## src/rtl/sipo_stereo_rx.sv

```systemverilog
// sipo_stereo_rx: serial-to-parallel stereo input receiver.
// Captures MSB-first left/right sample words framed by a shared Frame strobe
// and hands each completed pair to the consumer through a level-ready,
// acknowledge-cleared handshake.
// Optional build macro: SIPO_RX_OVERRUN_EN enables the sticky overrun flag;
// without it the overrun output is tied low.
module sipo_stereo_rx #(
    parameter int DATA_W = 16
) (
    input  logic              Sclk,
    input  logic              Clear,
    input  logic              Frame,
    input  logic              InputL,
    input  logic              InputR,
    input  logic              rd_ack,
    output logic [DATA_W-1:0] DataL,
    output logic [DATA_W-1:0] DataR,
    output logic              InReady,
    output logic              frame_err,
    output logic              overrun
);

    localparam int CNT_W = $clog2(DATA_W);
    localparam logic [CNT_W-1:0] CNT_LOAD = CNT_W'(DATA_W - 1);
    localparam logic [CNT_W-1:0] CNT_ONE  = CNT_W'(1);

    typedef enum logic {
        IDLE,
        SHIFT
    } state_t;

    state_t             state_q,     state_d;
    logic [DATA_W-1:0]  sh_l_q,      sh_l_d;
    logic [DATA_W-1:0]  sh_r_q,      sh_r_d;
    logic [CNT_W-1:0]   cnt_q,       cnt_d;
    logic [DATA_W-1:0]  data_l_q,    data_l_d;
    logic [DATA_W-1:0]  data_r_q,    data_r_d;
    logic               in_ready_q,  in_ready_d;
    logic               frame_err_q, frame_err_d;
    logic               complete;

`ifdef SIPO_RX_OVERRUN_EN
    logic               overrun_q,   overrun_d;
`endif

    // Next-state logic: framing, shifting, completion and handshake.
    always_comb begin
        state_d     = state_q;
        sh_l_d      = sh_l_q;
        sh_r_d      = sh_r_q;
        cnt_d       = cnt_q;
        data_l_d    = data_l_q;
        data_r_d    = data_r_q;
        in_ready_d  = in_ready_q;
        frame_err_d = 1'b0;
        complete    = 1'b0;

        unique case (state_q)
            IDLE: begin
                if (Frame) begin
                    sh_l_d  = {{(DATA_W-1){1'b0}}, InputL};
                    sh_r_d  = {{(DATA_W-1){1'b0}}, InputR};
                    cnt_d   = CNT_LOAD;
                    state_d = SHIFT;
                end
            end
            SHIFT: begin
                if (Frame) begin
                    // A mid-word Frame restarts the word; it outranks completion.
                    frame_err_d = 1'b1;
                    sh_l_d      = {{(DATA_W-1){1'b0}}, InputL};
                    sh_r_d      = {{(DATA_W-1){1'b0}}, InputR};
                    cnt_d       = CNT_LOAD;
                end else begin
                    sh_l_d = {sh_l_q[DATA_W-2:0], InputL};
                    sh_r_d = {sh_r_q[DATA_W-2:0], InputR};
                    cnt_d  = cnt_q - CNT_ONE;
                    if (cnt_q == CNT_ONE) begin
                        complete = 1'b1;
                        state_d  = IDLE;
                    end
                end
            end
            default: state_d = IDLE;
        endcase

        // Acknowledge clears ready, but a completion on the same edge wins.
        if (rd_ack) begin
            in_ready_d = 1'b0;
        end
        if (complete) begin
            data_l_d   = sh_l_d;
            data_r_d   = sh_r_d;
            in_ready_d = 1'b1;
        end
    end

`ifdef SIPO_RX_OVERRUN_EN
    // Sticky overrun: a new pair lands while the previous one is unacknowledged.
    always_comb begin
        overrun_d = overrun_q;
        if (complete && in_ready_q && !rd_ack) begin
            overrun_d = 1'b1;
        end
    end

    // Overrun flag register; only Clear releases it.
    always_ff @(posedge Sclk) begin
        if (Clear) begin
            overrun_q <= 1'b0;
        end else begin
            overrun_q <= overrun_d;
        end
    end

    assign overrun = overrun_q;
`else
    assign overrun = 1'b0;
`endif

    // State and datapath registers with synchronous clear.
    always_ff @(posedge Sclk) begin
        if (Clear) begin
            state_q     <= IDLE;
            sh_l_q      <= '0;
            sh_r_q      <= '0;
            cnt_q       <= '0;
            data_l_q    <= '0;
            data_r_q    <= '0;
            in_ready_q  <= 1'b0;
            frame_err_q <= 1'b0;
        end else begin
            state_q     <= state_d;
            sh_l_q      <= sh_l_d;
            sh_r_q      <= sh_r_d;
            cnt_q       <= cnt_d;
            data_l_q    <= data_l_d;
            data_r_q    <= data_r_d;
            in_ready_q  <= in_ready_d;
            frame_err_q <= frame_err_d;
        end
    end

    assign DataL     = data_l_q;
    assign DataR     = data_r_q;
    assign InReady   = in_ready_q;
    assign frame_err = frame_err_q;

endmodule

```

## config.mk

```make
export PLATFORM = sky130hd
export DESIGN_NAME = sipo_stereo_rx
export DESIGN_NICKNAME = d
export VERILOG_FILES = /design/src/rtl/sipo_stereo_rx.sv
export SDC_FILE = /design/constraint.sdc
export NUM_CORES = 1
export LEC_CHECK = 0
export ABC_AREA = 1
export CAP_MARGIN = 0
export CORE_MARGIN = 2
export CORE_UTILIZATION = 55
export CTS_CLUSTER_DIAMETER = 150
export DETAILED_ROUTE_END_ITERATION = 7
export PLACE_DENSITY = 0.8
export SYNTH_ARGS = -nofsm -noshare
export SYNTH_HDL_FRONTEND = slang
export SYNTH_SLANG_ARGS = --single-unit
```

## constraint.sdc

```tcl
create_clock -name Sclk -period 1.45 [get_ports Sclk]
set_input_delay 0.2175 -clock Sclk [delete_from_list [all_inputs] [get_ports Sclk]]
set_output_delay 0.2175 -clock Sclk [all_outputs]
set_load 0.02 [all_outputs]
```

* After elaboration in Yosys (flattened, before gate mapping)
Cells that the tools add are included.
** Storage, ports and cells
- Register bits :: 71
- Bits of input ports :: 6
- Output and inout port bits :: 35
- Logic and storage cells :: 32
** Cells by class
- Eq/ne operators :: 2
- Add/sub/neg operators :: 1
- Muxes and demuxes :: 18
- Reduce and logical (&&, ||, !) cells :: 2
- Bitwise gates (word level) :: 1
** Operator list (count)
- $mux 16 :: 4
- $pmux 16 s2 :: 2
- $mux 1 :: 8
- $mux 4 :: 2
- $pmux 4 s2 :: 1
- $eq 4x1->1 const B :: 1
- $sub 4x1->4 const B :: 1
- $ne 2x2->1 const B :: 1
- $pmux 1 s2 :: 1
- $reduce_bool 2->1 :: 1
- $reduce_or 2->1 :: 1
- $not 1->1 :: 1

* Logic depth before layout (Yosys ltp)
Gate-level depths: netlist (run 1).
- Depth after elaboration :: 5
- Depth in mapped cells :: 9
- Gate-level depth less buffers :: 9

* Worst setup path before layout (run 1)
No wires, ideal clock.
- Path type :: register to register
- Start point :: register cnt_q[1]
- End point :: register data_l_q[2], in the netlist DataL[2]
- Arrival :: 1083 ps
- Path buffers :: 1
- Clock period less this slack :: 1196 ps
- Cell stages (with the launch flop) :: 9
- Data required time :: 1337 ps
- Library setup time :: 113 ps
- Setup slack :: 254 ps
- Cell sequence :: dfxtp_1 inv_1 ha_1 inv_1 nor2_4 nand3_4 buf_4 nor2_1 nor2_1
** Between the ends
- Longest elaborated chain between the ends :: 4
** Ends and longest elaborated chain
- from (decl) :: RTL line 35 : logic [CNT_W-1:0] cnt_q, cnt_d;
- from (signal assigned) :: RTL line 136 : cnt_q <= cnt_d;
- $eq 4x1->1 :: RTL line 78 : if (cnt_q == CNT_ONE) begin
- $mux 1 :: RTL line 78
- $mux 1 :: RTL line 68 : if (Frame) begin
- $mux 1 :: RTL line 58 : unique case (state_q)
- to (signal assigned) :: RTL line 137 : data_l_q <= data_l_d;
- to (decl) :: RTL line 36 : logic [DATA_W-1:0] data_l_q, data_l_d;
No other way between the ends.
A chain may end at the register's enable or synchronous reset.

* Final worst setup path (run 1)
- Start point :: register cnt_q[1]
- End point :: register data_r_q[14], in the netlist DataR[14]
** Between the ends
- Longest elaborated chain between the ends :: 4
** Ends and longest elaborated chain
- $eq 4x1->1 :: RTL line 78
- $mux 1 :: RTL line 78
- $mux 1 :: RTL line 68
- $mux 1 :: RTL line 58
- to (signal assigned) :: RTL line 138 : data_r_q <= data_r_d;
- to (decl) :: RTL line 37 : logic [DATA_W-1:0] data_r_q, data_r_d;
No other way between the ends.

==> flow_metrics.py, run 1 <==
metrics = {
    "run_status": {
        "outcome": "finished with violations",
        "violations": "negative setup slack",
    },
    "sta": {
        "finalHoldViolCount": 0,
        "rsz0062_at_grt": "yes",
        "fmax_mhz": 676,
        "whs_ns": 0.320,
        "fin_crit_ns": 1.48,
        "setup_violations": 13,
        "tns_ns": -0.169,
        "worst_slack_ns": -0.0285,
        "finalCritPeriodShare_pct": 102,
        "maxSlewViolCount": 0,
        "clock_skew_ns": 0.00691,
    },
    "critical_path": {
        "cp.arrival_ns": 1.73,
        "startpoint_type": "flip-flop",
        "critPathMaxFanout": 6,
        "crit_required_ns": 1.71,
        "cp_top_family": "simple AND/OR/NAND/NOR gates",
        "worstSetupPathType": "reg2reg",
        "slowest_stage": "dfxtp_2",
        "crit_chain": "inv_2 -> ha_4 -> inv_2 -> nor2_4 -> nand3_4 -> clkbuf_16 -> nor2_2 -> nor2_1",
        "critical_path_buf_inv_count": 3,
        "worst-r2r-setup-slack_ns": -0.03,
        "cp-end-kind": "flip-flop",
        "cp_slowest_stage_delay_ns": 0.33,
        "crit_top_cell": "inv_2",
    },
    "logic_synthesis": {
        "ys_seq_area_share_pct": 45.0,
        "synth_top_area_share_pct": 45.0,
        "syn_avg_cell_area_um2": 7.05,
        "ys_seq_elements": 71,
        "ys.warnings.count": 0,
        "synthTopCellsByArea": "dfxtp_1 45%, inv_1 12%, nand2_1 12%",
        "synth.distinct_cells": 29,
        "synth_area_mm2": 0.00316,
        "synthCells": 448,
        "synth_nets": 456,
        "synth_top_cell_by_area": "dfxtp_1",
    },
    "cts": {
        "numCtsBuffers": 9,
        "cts_tree": "built",
        "clock-sinks": 71,
        "htreeDepth": 3,
        "clkTransAtPathRegs_ns": 0.07,
        "cts_root_buf": "clkbuf_8",
        "clk_latency_ns": 0.36,
        "clock_path_buffers": 2,
    },
    "grt": {
        "grt_pass1_wl_um": 10500,
        "grt_pass1_vias": 2498,
        "grt_max_degree": 44,
        "antenna_found_initial": 0,
        "track_usage_pct": 21.2,
        "overflow": 0,
    },
    "drt": {
        "drtAntennaViolNets": 0,
        "drc": 0,
        "firstDrtPassIters": 4,
        "vias": 2737,
        "vias_per_cell": 4.72,
        "totalWireLength_um": 7400,
        "routedWlPerCell_um": 12.8,
        "drt_iter0_drc": 118,
    },
    "cells_and_area": {
        "finalInstanceArea_mm2": 0.00415,
        "fin_util_pct": 74.8,
        "synthToLayoutAreaGrowth_pct": 31.2,
        "antennaDiodeCount": 0,
        "final_nets": 511,
        "drive_gt1_share_pct": 19.9,
    },
    "power": {
        "ir_drop_mv": 0.717,
        "p_per_area_mw_per_mm2": 1010,
        "total_power_mw": 4.21,
        "p_leak_nw": 1.97,
    },
    "flow_run": {
        "drv_cap": 0,
    },
    "placement": {
        "dpl.hpwl_um": 4050,
        "gp_congestion": 0.770,
        "placed_area_mm2": 0.00370,
        "port_buffers": 39,
    },
    "floorplanning": {
        "row_count": 27,
        "start_util_pct": 57.0,
        "die_h_um": 79.8,
        "dieArea_mm2": 0.00637,
        "core_area_mm2": 0.00554,
        "num_io_pins": 41,
        "die_w_um": 79.8,
    },
    "min_path": {
        "hp-class": "in2reg",
    },
}
## worst paths after layout
check | startpoint | to | cells after the start
worst max register to register | cnt_q[1]$_SDFFE_PP0P_ | DataR[14]$_SDFFE_PP0P_ | 8
worst min register to register | InReady$_SDFFE_PP0P_ | InReady$_SDFFE_PP0P_ | 2
worst max-delay path | cnt_q[1]$_SDFFE_PP0P_ | DataR[14]$_SDFFE_PP0P_ | 8
worst min-delay path | Frame | cnt_q[2]$_SDFFE_PP0P_ | 3
## per-stage QoR
step	cells	worst slack, ns
after CTS	572	0.0729
after global placement	556	-0.173
final	580	-0.0285
after detailed placement	556	-0.276
after global routing	580	-0.0878
after floorplan	448	0.254
## synth_stat cells
master	n
inv_2	1
buf_2	3
o21ai_0	9
buf_12	2
nor2_1	93
o21ai_1	4
conb_1	1
buf_4	5
nand4_1	1
inv_1	102
ha_1	2
o21ai_2	19
xnor2_1	1
clkinv_1	1
clkbuf_1	4
nand2_8	1
clkbuf_8	1
nor2_4	3
nor3_1	2
nand3_1	5
dfxtp_1	71
buf_6	5
nand2_1	101
inv_4	1
a21oi_2	1
a211oi_1	1
a21oi_1	5
nor2_2	2
nand3_4	1
## worst register-to-register path, stage by stage, from the launching register on
cell	delay (ns)
dfxtp_2	0.33
inv_2	0.07
ha_4	0.13
inv_2	0.04
nor2_4	0.21
nand3_4	0.21
clkbuf_16	0.23
nor2_2	0.11
nor2_1	0.05
## what timing repair did
item	CTS	global route
hold endpoints to repair	0	0
gates cloned	0	7
pin swaps	0	6
hold buffers	0	0
setup endpoints to repair	34	29
gates resized for setup	34	42
setup buffers	0	1
## area by class of cell
class	count	area (um2)
fillers	433	1390
inverters	105	397
repair buffers	63	728
clock inverters	3	65.1
clock buffers	13	159
well taps	72	90.1
multi-input cells	253	1280
flip-flops and latches	71	1420
## per-layer routing
metal,part of all wire (%),vias up,track usage [%],routed length (um)
met5,0,-,0,0
met4,2.1,0,11.2,155
met3,4.0,14,4.52,295
met2,52,56,38.2,3850
met1,42,1270,23.2,3100
li1,-,1397,-,-
## power breakdown
| group | internal, mW | switching, mW | leakage, nW |
|---|---|---|---|
| clock | 1.06 | 0.742 | 0.114 |
| combinational | 0.163 | 0.229 | 1.28 |
| sequential | 1.99 | 0.0243 | 0.575 |
## logic make-up (layout without fill, tap and decap cells)
family	Yosys count	count (layout)	share of synthesized area [%]
simple gates	209	210	27.0
buf+inv	125	184	18.2
flops	71	71	45.0
compound gates	39	39	8.63
fa+ha+maj	2	2	0.792
other cells	1	1	0.119
xor+xnor	1	1	0.277
## layout by cell type, fill, tap and decap left out, drive strengths merged
cell,instances
dfxtp,71
a211oi,1
nand4,1
inv,104
bufinv,2
clkbuf,17
conb,1
nand3,7
nor3,2
dlygate4sd2,34
xnor2,1
dlymetal6s2s,1
buf,20
ha,2
clkdlybuf4s50,4
a21oi,6
clkinv,2
nor2,98
o21ai,32
nand2,102
## flip-flops by register name (all words and copies together) (netlist names)
| signal | count |
|---|---|
| cnt_q | 4 |
| sh_r_q | 16 |
| frame_err | 1 |
| DataR | 16 |
| sh_l_q | 16 |
| InReady | 1 |
| DataL | 16 |
| state_q | 1 |
Note: power is estimated with default switching activity, not from simulation.
==> run 2: changes to the inputs <==
--- a/config.mk
+++ b/config.mk
@@ -8,10 +8,11 @@
 export ABC_AREA = 1
 export CAP_MARGIN = 0
 export CORE_MARGIN = 2
-export CORE_UTILIZATION = 55
+export CORE_UTILIZATION = 57
+export CTS_BUF_LIST = sky130_fd_sc_hd__clkbuf_4
 export CTS_CLUSTER_DIAMETER = 150
 export DETAILED_ROUTE_END_ITERATION = 7
-export PLACE_DENSITY = 0.8
+export PLACE_DENSITY = 0.82
 export SYNTH_ARGS = -nofsm -noshare
 export SYNTH_HDL_FRONTEND = slang
 export SYNTH_SLANG_ARGS = --single-unit
==> flow_metrics.py, run 2 (synthesized netlist as in run 1, its figures left out) <==
metrics = {
    "cells_and_area": {
        "final_common_cell": "nand2_1",
        "final_cell_mix": "101 x nand2_1, 100 x inv_1, 91 x nor2_1, 70 x dfxtp_1, 34 x dlygate4sd2_1",
        "final_nets": 503,
        "drive_gt1_share_pct": 12.9,
        "antennaDiodeCount": 0,
        "synthToLayoutAreaGrowth_pct": 20.4,
        "final_cells": 570,
        "nFillCells": 456,
    },
    "placement": {
        "dpl.hpwl_um": 3670,
        "gp_congestion": 0.782,
        "port_buffers": 39,
        "dp_cells": 552,
    },
    "grt": {
        "grt_pass1_wl_um": 9830,
        "grt_max_degree": 45,
        "overflow": 0,
        "grt_pass1_vias": 2343,
        "antenna_found_initial": 0,
        "track_usage_pct": 20.3,
    },
    "cts": {
        "cts_root_buf": "clkbuf_4",
        "numCtsBuffers": 9,
        "clock_path_buffers": 2,
        "cts_tree": "built",
        "clkTransAtPathRegs_ns": 0.11,
        "htreeDepth": 3,
        "clk_latency_ns": 0.41,
        "clock-sinks": 71,
    },
    "power": {
        "ir_drop_mv": 0.694,
        "p_leak_nw": 1.87,
        "p_per_area_mw_per_mm2": 932,
    },
    "floorplanning": {
        "num_io_pins": 41,
        "core_area_mm2": 0.00544,
        "row_count": 27,
        "die_h_um": 78.5,
        "die_w_um": 78.5,
        "dieArea_mm2": 0.00615,
        "start_util_pct": 58.1,
    },
    "drt": {
        "firstDrtPassIters": 5,
        "drt_iter0_drc": 162,
        "drtAntennaViolNets": 0,
        "drc": 0,
        "totalWireLength_um": 6330,
        "vias_per_cell": 4.61,
        "routedWlPerCell_um": 11.1,
        "vias": 2628,
    },
    "sta": {
        "setup_violations": 0,
        "fmax_mhz": 732,
        "fin_crit_ns": 1.37,
        "rsz0062_at_grt": "yes",
        "maxSlewViolCount": 0,
        "finalCritPeriodShare_pct": 94.2,
        "whs_ns": 0.468,
        "finalHoldViolCount": 0,
        "clock_skew_ns": 0.0133,
    },
    "critical_path": {
        "crit_required_ns": 1.76,
        "worstRegToRegCells": 8,
        "startpoint_type": "flip-flop",
        "rr_startpoint": "cnt_q[1]$_SDFFE_PP0P_",
        "startpoint": "cnt_q[1]$_SDFFE_PP0P_",
        "critPathMaxFanout": 22,
        "cp-end-kind": "flip-flop",
        "cp.arrival_ns": 1.68,
        "worstSetupPathType": "reg2reg",
    },
    "flow_run": {
        "drv_cap": 0,
    },
    "min_path": {
        "whs_path_depth": 5,
        "hp-class": "in2reg",
        "min_from": "InputR",
    },
    "run_status": {
        "outcome": "completed",
    },
}
run 2: changes by cell type in the layout (fill, tap and decap cells not counted), moves of 2 or more:
| cell | previous run | this run |
|---|---|---|
| nor2_2 | 11 | 4 |
| clkbuf_4 | 0 | 12 |
| nand2_4 | 3 | 0 |
| clkbuf_8 | 11 | 0 |
| nand2_2 | 15 | 0 |
| nand2_1 | 83 | 101 |
| buf_6 | 2 | 0 |
| buf_12 | 9 | 6 |
| clkbuf_1 | 2 | 0 |
| nor2_1 | 83 | 91 |
run 2: layer usage:
metal,GRT usage (%),part of all wire [%]
met1,23.4,45
met2,35.3,49
met3,5.98,4.1
met4,8.07,1.3
met5,0,0
run 2: worst max-delay path, cell delays in order (launching register included):
cell and delay, ns:
dfxtp_2 0.34, inv_2 0.06, ha_1 0.15, inv_2 0.04
nor2_4 0.12, nand3_4 0.17, clkbuf_16 0.24, nor2_1 0.12
nor2_1 0.05
run 2: path summary, 6_finish.rpt:
kind	endpoint	slack, ns
worst max-delay path	DataL[15]$_SDFFE_PP0P_	0.08
worst min-delay path	sh_r_q[0]$_SDFF_PP0_	0.47
worst max register to register	DataL[15]$_SDFFE_PP0P_	0.08
worst min register to register	InReady$_SDFFE_PP0P_	0.48
run 2: cell type report:
class	count	area, um2	area share (%)
Clock inverter	2	33.8	0.888
Inverter	105	397	10.4
Sequential cell	71	1420	37.4
Multi-Input combinational cell	252	1170	30.7
Timing Repair Buffer	56	603	15.9
Tap cell	72	90.1	2.37
Clock buffer	12	90.1	2.37
run 2: metrics by stage:
stage | util (%) | setup TNS [ns] | worst slack (ns) | area, um2 | power, mW
6_report | 70.0 | 0 | 0.0840 | 3800 | 3.55
5_1_grt | 70.0 | -0.141 | -0.0215 | 3800 | 3.70
4_1_cts | 68.3 | 0 | 0.0978 | 3720 | 3.54
3_5_place_dp | 66.8 | -6.13 | -0.158 | 3630 | 2.38
3_3_place_gp | 66.8 | -4.68 | -0.116 | 3630 | 2.37
2_1_floorplan | - | 0 | 0.254 | 3160 | 2.28
run 2: power by group:
part / internal [mW] / switching (mW) / total, mW
combinational: 0.128 / 0.207 / 0.335
sequential: 1.99 / 0.0206 / 2.01
clock: 0.563 / 0.642 / 1.21
run 2: what timing repair did:
action	in CTS	in global routing
setup buffers	0	1
hold buffers	0	0
gates resized for setup	34	5
setup endpoints to repair	34	11
gates cloned	0	3
